File: src/rtl/branch_pkg.sv
// Shared definitions for the branch resolution slice: branch type codes and
// helpers for the saturating counter reset value and maximum value.
package branch_pkg;

    typedef enum logic [2:0] {
        BR_EQ   = 3'b000,
        BR_NE   = 3'b001,
        BR_LT   = 3'b010,
        BR_LTU  = 3'b011,
        BR_GT   = 3'b100,
        BR_GEU  = 3'b101,
        BR_JUMP = 3'b110,
        BR_NONE = 3'b111
    } br_type_e;

    // Weakly not-taken start point; a 1-bit counter simply starts at 0.
    function automatic int unsigned ctr_reset_val(input int unsigned ctr_bits);
        return (ctr_bits <= 32'd1) ? 32'd0 : ((32'd1 << (ctr_bits - 32'd1)) - 32'd1);
    endfunction

    function automatic int unsigned ctr_max_val(input int unsigned ctr_bits);
        return (32'd1 << ctr_bits) - 32'd1;
    endfunction

    // Only conditional branches train the table; JUMP and NONE leave it alone.
    function automatic logic updates_table(input br_type_e t);
        return (t != BR_JUMP) && (t != BR_NONE);
    endfunction

endpackage

File: src/rtl/branch_resolve_unit_if.sv
// Fetch lookup, execute request and resolution result signals of the branch
// resolution unit. master = pipeline side, slave = branch_resolve_unit.
interface branch_resolve_unit_if #(
    parameter int XLEN = 32
);
    import branch_pkg::*;

    logic [XLEN-1:0] f_pc;
    logic            f_pred_taken;
    logic            ex_valid;
    br_type_e        ex_br_type;
    logic [XLEN-1:0] ex_pc;
    logic [XLEN-1:0] ex_a;
    logic [XLEN-1:0] ex_b;
    logic            ex_pred_taken;
    logic            res_valid;
    logic            res_taken;
    logic            res_mispredict;

    modport master (
        output f_pc, ex_valid, ex_br_type, ex_pc, ex_a, ex_b, ex_pred_taken,
        input  f_pred_taken, res_valid, res_taken, res_mispredict
    );

    modport slave (
        input  f_pc, ex_valid, ex_br_type, ex_pc, ex_a, ex_b, ex_pred_taken,
        output f_pred_taken, res_valid, res_taken, res_mispredict
    );

endinterface

File: src/rtl/branch_compare.sv
// Combinational branch condition evaluation on full-width operands.
module branch_compare
    import branch_pkg::*;
#(
    parameter int XLEN = 32
) (
    input  br_type_e        br_type,
    input  logic [XLEN-1:0] a,
    input  logic [XLEN-1:0] b,
    output logic            taken
);

    // Select the comparison for the branch type; signed types use bit XLEN-1 as sign.
    always_comb begin
        taken = 1'b0;
        case (br_type)
            BR_EQ:   taken = (a == b);
            BR_NE:   taken = (a != b);
            BR_LT:   taken = ($signed(a) < $signed(b));
            BR_LTU:  taken = (a < b);
            BR_GT:   taken = ($signed(a) > $signed(b));
            BR_GEU:  taken = (a >= b);
            BR_JUMP: taken = 1'b1;
            BR_NONE: taken = 1'b0;
            default: taken = 1'b0;
        endcase
    end

endmodule

File: src/rtl/branch_resolve_unit.sv
// Branch resolution stage with a direct-mapped table of saturating counters.
// Resolves execute-stage branches into registered taken/mispredict results and
// trains the counter table that fetch reads combinationally.
// Optional feature macro: BRU_PERF_CNT_EN adds branch and mispredict counters.
module branch_resolve_unit
    import branch_pkg::*;
#(
    parameter int XLEN      = 32,
    parameter int BHT_DEPTH = 64,
    parameter int CTR_BITS  = 2
) (
    input  logic                 clk,
    input  logic                 rst,
    branch_resolve_unit_if.slave bus
`ifdef BRU_PERF_CNT_EN
    ,
    output logic [31:0]          perf_br_cnt,
    output logic [31:0]          perf_mispred_cnt
`endif
);

    localparam int IDX = $clog2(BHT_DEPTH);
    localparam logic [CTR_BITS-1:0] CTR_RST = CTR_BITS'(ctr_reset_val(CTR_BITS));
    localparam logic [CTR_BITS-1:0] CTR_MAX = CTR_BITS'(ctr_max_val(CTR_BITS));

    logic [IDX-1:0] f_idx;
    logic [IDX-1:0] ex_idx;
    logic           ex_taken;
    logic           ex_update;
    logic           res_valid_reg;
    logic           res_taken_reg;
    logic           res_mispredict_reg;
    logic [BHT_DEPTH-1:0][CTR_BITS-1:0] ctr_vec;

    // Upper PC bits alias onto the table by design.
    logic unused_pc_bits;
    assign unused_pc_bits = ^{bus.f_pc, bus.ex_pc};

    assign f_idx     = bus.f_pc[IDX+1:2];
    assign ex_idx    = bus.ex_pc[IDX+1:2];
    assign ex_update = bus.ex_valid && updates_table(bus.ex_br_type);

    branch_compare #(
        .XLEN(XLEN)
    ) u_compare (
        .br_type(bus.ex_br_type),
        .a      (bus.ex_a),
        .b      (bus.ex_b),
        .taken  (ex_taken)
    );

    // One saturating counter per entry; each entry decodes its own write hit.
    for (genvar gi = 0; gi < BHT_DEPTH; gi++) begin : g_bht
        logic [CTR_BITS-1:0] ctr_reg;
        logic [CTR_BITS-1:0] ctr_next;
        logic                hit;

        assign hit = ex_update && (ex_idx == IDX'(gi));

        // Saturating increment on taken, saturating decrement on not taken.
        always_comb begin
            ctr_next = ctr_reg;
            if (hit) begin
                if (ex_taken) begin
                    if (ctr_reg != CTR_MAX) ctr_next = ctr_reg + CTR_BITS'(1);
                end else begin
                    if (ctr_reg != '0) ctr_next = ctr_reg - CTR_BITS'(1);
                end
            end
        end

        // Counter state; reset reinitialises every entry to weakly not-taken.
        always_ff @(posedge clk) begin
            if (rst) ctr_reg <= CTR_RST;
            else     ctr_reg <= ctr_next;
        end

        assign ctr_vec[gi] = ctr_reg;
    end

    // Read sees the pre-update value when lookup and update hit one entry.
    assign bus.f_pred_taken = ctr_vec[f_idx][CTR_BITS-1];

    // Result registers; outputs are forced low for bubbles.
    always_ff @(posedge clk) begin
        if (rst) begin
            res_valid_reg      <= 1'b0;
            res_taken_reg      <= 1'b0;
            res_mispredict_reg <= 1'b0;
        end else begin
            res_valid_reg      <= bus.ex_valid;
            res_taken_reg      <= bus.ex_valid && ex_taken;
            res_mispredict_reg <= bus.ex_valid && (ex_taken != bus.ex_pred_taken);
        end
    end

    assign bus.res_valid      = res_valid_reg;
    assign bus.res_taken      = res_taken_reg;
    assign bus.res_mispredict = res_mispredict_reg;

`ifdef BRU_PERF_CNT_EN
    logic [31:0] perf_br_cnt_reg;
    logic [31:0] perf_mispred_cnt_reg;

    // Count each presented result; both counters wrap naturally at 2^32.
    always_ff @(posedge clk) begin
        if (rst) begin
            perf_br_cnt_reg      <= '0;
            perf_mispred_cnt_reg <= '0;
        end else if (res_valid_reg) begin
            perf_br_cnt_reg <= perf_br_cnt_reg + 32'd1;
            if (res_mispredict_reg) perf_mispred_cnt_reg <= perf_mispred_cnt_reg + 32'd1;
        end
    end

    assign perf_br_cnt      = perf_br_cnt_reg;
    assign perf_mispred_cnt = perf_mispred_cnt_reg;
`endif

endmodule

File: src/flat_wrapper.sv
// flat-port wrapper written by rule: the top's interface ports become plain ports
module branch_resolve_unit_flat import branch_pkg::*;
#(
    parameter int XLEN      = 32,
    parameter int BHT_DEPTH = 64,
    parameter int CTR_BITS  = 2
)
  (clk, rst, bus_f_pc, bus_ex_valid, bus_ex_br_type, bus_ex_pc, bus_ex_a, bus_ex_b, bus_ex_pred_taken, bus_f_pred_taken, bus_res_valid, bus_res_taken, bus_res_mispredict);
  branch_resolve_unit_if #(.XLEN(XLEN)) bus_i ();
  input  logic clk;
  input  logic rst;
  input wire logic [$bits(bus_i.f_pc)-1:0] bus_f_pc;
  input wire logic [$bits(bus_i.ex_valid)-1:0] bus_ex_valid;
  input wire logic [$bits(bus_i.ex_br_type)-1:0] bus_ex_br_type;
  input wire logic [$bits(bus_i.ex_pc)-1:0] bus_ex_pc;
  input wire logic [$bits(bus_i.ex_a)-1:0] bus_ex_a;
  input wire logic [$bits(bus_i.ex_b)-1:0] bus_ex_b;
  input wire logic [$bits(bus_i.ex_pred_taken)-1:0] bus_ex_pred_taken;
  output wire logic [$bits(bus_i.f_pred_taken)-1:0] bus_f_pred_taken;
  output wire logic [$bits(bus_i.res_valid)-1:0] bus_res_valid;
  output wire logic [$bits(bus_i.res_taken)-1:0] bus_res_taken;
  output wire logic [$bits(bus_i.res_mispredict)-1:0] bus_res_mispredict;
  assign bus_i.f_pc = bus_f_pc;
  assign bus_i.ex_valid = bus_ex_valid;
  assign bus_i.ex_br_type = bus_ex_br_type;
  assign bus_i.ex_pc = bus_ex_pc;
  assign bus_i.ex_a = bus_ex_a;
  assign bus_i.ex_b = bus_ex_b;
  assign bus_i.ex_pred_taken = bus_ex_pred_taken;
  assign bus_f_pred_taken = bus_i.f_pred_taken;
  assign bus_res_valid = bus_i.res_valid;
  assign bus_res_taken = bus_i.res_taken;
  assign bus_res_mispredict = bus_i.res_mispredict;
  branch_resolve_unit #(.XLEN(XLEN), .BHT_DEPTH(BHT_DEPTH), .CTR_BITS(CTR_BITS)) u_core (.clk(clk), .rst(rst), .bus(bus_i));
endmodule
File: config.mk
export PLATFORM = sky130hd
export DESIGN_NAME = branch_resolve_unit_flat
export DESIGN_NICKNAME = d
export VERILOG_FILES = /design/src/rtl/branch_pkg.sv /design/src/rtl/branch_resolve_unit_if.sv /design/src/rtl/branch_compare.sv /design/src/rtl/branch_resolve_unit.sv /design/src/flat_wrapper.sv
export SDC_FILE = /design/constraint.sdc
export NUM_CORES = 1
export LEC_CHECK = 0
export ABC_AREA = 1
export BUFFER_PORTS_ARGS = -buffer_cell sky130_fd_sc_hd__buf_2
export CORE_MARGIN = 4
export CORE_UTILIZATION = 30
export DETAILED_ROUTE_END_ITERATION = 16
export SYNTH_ARGS = -nofsm -noshare
export SYNTH_HDL_FRONTEND = slang
export SYNTH_SLANG_ARGS = --single-unit
File: constraint.sdc
create_clock -name clk -period 4.92 [get_ports clk]
set_input_delay 0.246 -clock clk [delete_from_list [all_inputs] [get_ports clk]]
set_output_delay 0.246 -clock clk [all_outputs]
set_load 0.005 [all_outputs]
==> results.md <==
Power and ir drop:
- Summed over all cells, the static leakage comes to 4.56 nW.
- The completed layout was analyzed and its total power is 2.82 mW.
- The worst-case IR drop observed on VDD is 0.236 mV.
- The power density relative to cell area is 288 nW/um^2.

Route:
- The number of DRC violations after detailed-routing iteration 0 is 620.
- The final wirelength is 24,700 um.
- The remaining design rule violation count is 0.
- In this run the remaining antenna-violating nets after routing total 0.
- The number of vias per cell is 4.77.
- In the final routed layout, each cell accounts on average for 13.2 um.
- Summing over every cut layer, the via total after detailed routing is 8,930.
- The number of optimization iterations in the first detailed-route pass is 5.

Final layout:
- The area growth from synthesis to layout is 15.8%.
- The net total in the final layout is 1,646.
- The fraction of layout instances using a drive strength above 1 is around 8.8%.
- The multi-input gate area in the final layout is 4650 um^2.
- The count of filler cells inserted in the layout is about 3,100.
- The sequential cells in the finished layout cover a total of roughly 2600 um^2.
- The area of all placed cells without fillers is 9790 um^2.
- The register with the most flip-flops in the layout has 128 of them.

Critical path:
- The launch point of the worst reg-to-reg path is u_core.g_bht[8].ctr_reg[0]$_SDFFE_PP1P_.
- Traced cell by cell, the critical path runs through buf_2 > inv_1 > nor2_1 > o21ai_0 > o21ai_0 > o22ai_1 > nor2_1 > o32ai_1 > buf_2.
- The slowest library cell on the worst path is sky130_fd_sc_hd__inv_1.
- The critical path in this run is classified as input port to primary output.
- The longest individual stage delay on the worst path is approximately 0.55 ns.
- The endpoint kind of the worst setup timing path is a primary output.
- At the worst endpoint, the arrival time is 2.41 ns.
- The largest fanout on the critical path is 18.
- For the worst setup path, the data required time is approximately 4.7 ns.
- The worst setup path startpoint is bus_f_pc[2].
- STA classifies the critical path startpoint as an input port.

Timing:
- For the final routed database, the setup TNS stands at 0 ns.
- The setup slack after layout is between 2 and 2.5 ns.
- The highest attainable clock frequency is roughly 380 MHz.
- The hold violation total from the final report is 0.
- The clock period minus worst slack is 2.66 ns.
- The worst-case hold slack is 0.0728 ns.
- The number of max-slew violations in the final report is 0.
- The share of the cycle needed by the critical path after routing is 54.0%.
- Setup violations remaining at the end of the flow were counted as 0.
- The worst pin sits at a relative slew slack of 32.0%.
- For the pin with the worst max-slew slack, the measured transition is 1.01 ns.
- The worst setup skew after layout is 0.0182 ns.
- Setup repair after global routing left no endpoint under its margin.

Yosys:
- Among all cell types in the netlist, the one instantiated most often is sky130_fd_sc_hd__nand2_1.
- In the synthesized netlist the async set-or-reset flop fraction comes to 0%.
- The number of instances in the synthesized netlist is 1,424.
- The number of synthesized register bits is 131.
- The commonest cells after synthesis are sky130_fd_sc_hd__nand2_1, sky130_fd_sc_hd__inv_1, sky130_fd_sc_hd__nand3_1, sky130_fd_sc_hd__dfxtp_1, sky130_fd_sc_hd__nor2_1.
- The cell area after synthesis is 8460 um^2.
- After synthesis, the largest area contributor takes up 31.0% of total cell area.
- By area the synthesized netlist is led by sky130_fd_sc_hd__dfxtp_1, sky130_fd_sc_hd__nand2_1, sky130_fd_sc_hd__nand3_1.
- The number of nets handed over by synthesis was 1,591.
- The library cell with the largest summed area after synthesis is sky130_fd_sc_hd__dfxtp_1.
- The share of the Yosys chip area taken by registers is 31.0%.
- The number of warnings reported in the yosys synthesis log is 0.
- Dividing the synthesized area by the synthesized cell count gives 5.94 um^2.
- In this run, synthesis inferred 0 flip-flops with an integrated enable.
- The distinct cell type count of the synthesized netlist is 28.
- The most frequently used flop master after synthesis is sky130_fd_sc_hd__dfxtp_1.

Global routing:
- The initial antenna violation count was 2.
- The via count of the first global-routing pass is 8,459.
- The total global routing track utilization is about 16%.
- The total overflow left after global routing is 0.
- The first global-routing pass estimated 40,700 um of wire.
- Entering global routing, the biggest net connects 104 pins.

Floorplan:
- The initial core utilization is 30.4%.
- The die covers 30,900 um^2.
- From bottom edge to top edge, the die measures 176 um.
- The die width is 176 um.
- The core region is 27,800 um^2.
- The floorplan has 61 rows.
- Pin placement for this block handled 139 I/O pins.

Clock tree:
- The tree is rooted in a sky130_fd_sc_hd__clkbuf_16.
- The maximum level of the CTS H-tree is 4.
- The CTS tree is done.
- Post-CTS timing repair inserted 0 buffers for setup.
- The number of clock buffers inserted by TritonCTS is 17.
- The clock passes through at most 2 buffers.
- The clock-pin slew reported for the worst setup and hold paths after clock tree synthesis is 0.06 ns.
- For this design, the sink count on the clock tree is 131.
- In this run, post-CTS hold repair placed 0 buffers.
- The post-CTS resize count is 0.
- For the worst-skew pair, the clock arrives at the later sink with an insertion delay of 0.43 ns.

Placement:
- The area of placed instances is 9160 um^2.
- The count of buffers added on input and output ports is 86.
- The wire-length estimate of the detail-placed layout is 16,000 um.
- The worst slack after detailed placement is between 2 and 2.5 ns.
- The weighted congestion reported at the end of routability-driven placement is 0.813.

Outcome:
- The flow ran to the end, and the final reports show no timing, DRC or antenna violations.

Job:
- The number of maximum-capacitance violations is 0.

Worst hold path:
- The worst hold path class is input port to flip-flop.
- The origin of the worst min-delay path is bus_ex_valid.
## path summary, 6_finish.rpt
kind                                                  end  slack, ns  depth (start not counted)
setup / recovery                         bus_f_pred_taken       2.26                          9
hold / removal            u_core.bus.res_valid$_SDFF_PP0_       0.07                          3
setup reg to reg  u_core.g_bht[8].ctr_reg[0]$_SDFFE_PP1P_       3.96                          5
hold reg to reg   u_core.g_bht[9].ctr_reg[0]$_SDFFE_PP1P_       0.46                          2
## cells by family after synthesis
logic type	Yosys count	synth area share [%]
and+or+nand+nor	736	36.3
buffers and inverters	302	14.2
AOI/OAI and AO/OA	222	13.7
DFF	131	31.0
adders and majority gates	32	4.73
xor gates and xnor gates	1	0.104
## stage by stage
step	utilization [%]	cells
6_report	35.2	1872
5_1_grt	35.2	1872
4_1_cts	35.2	1870
3_5_place_dp	33.0	1838
3_3_place_gp	33.0	1838
2_1_floorplan	-	1424
## metal layers
layer  track usage [%]  share of wire [%]  up-vias
met1              19.2                 44     4125
met4              4.03                1.0        0
met3              2.76                3.9       16
met2              29.6                 51      147
li1                  -                  -     4642
met5                 0                  0        -
## placed cells by master (no fill, tap or decap), types with 4 or more instances in the layout
master,instances
sky130_fd_sc_hd__inv_1,242
sky130_fd_sc_hd__o22ai_1,4
sky130_fd_sc_hd__ha_1,32
sky130_fd_sc_hd__bufinv_16,4
sky130_fd_sc_hd__a221oi_1,8
sky130_fd_sc_hd__dfxtp_1,131
sky130_fd_sc_hd__nor2_1,113
sky130_fd_sc_hd__buf_2,86
sky130_fd_sc_hd__nand2_1,393
sky130_fd_sc_hd__clkbuf_16,17
sky130_fd_sc_hd__o21ai_0,109
sky130_fd_sc_hd__a21oi_1,93
sky130_fd_sc_hd__nand3_1,184
sky130_fd_sc_hd__buf_4,6
sky130_fd_sc_hd__nor3_1,38
sky130_fd_sc_hd__o21ai_1,4
sky130_fd_sc_hd__clkinv_2,5
## critical path: cells and delay by family
family                 cells  cell delay (ns)
AO/OA/AOI/OAI              4             1.05
buffers and inverters      3             0.96
AND/OR/NAND/NOR            2             0.14
## cell type report
type                       instances  area share (%)
tap                              378            4.83
clock buffer                      22            4.84
sequential                       131            26.8
inverter                         245            9.39
antenna                            2          0.0511
clock inverter                    10            1.57
timing repair buffer              93            5.06
multi-input combinational        991            47.5
## report_power, final
part / switching, mW / internal [mW] / leakage (nW) / total (mW)
combinational: 0.270 / 0.109 / 3.19 / 0.378
clock: 0.486 / 0.885 / 0.314 / 1.37
sequential: 0.00457 / 1.07 / 1.06 / 1.07
Note: power is estimated with default switching activity, not from simulation.
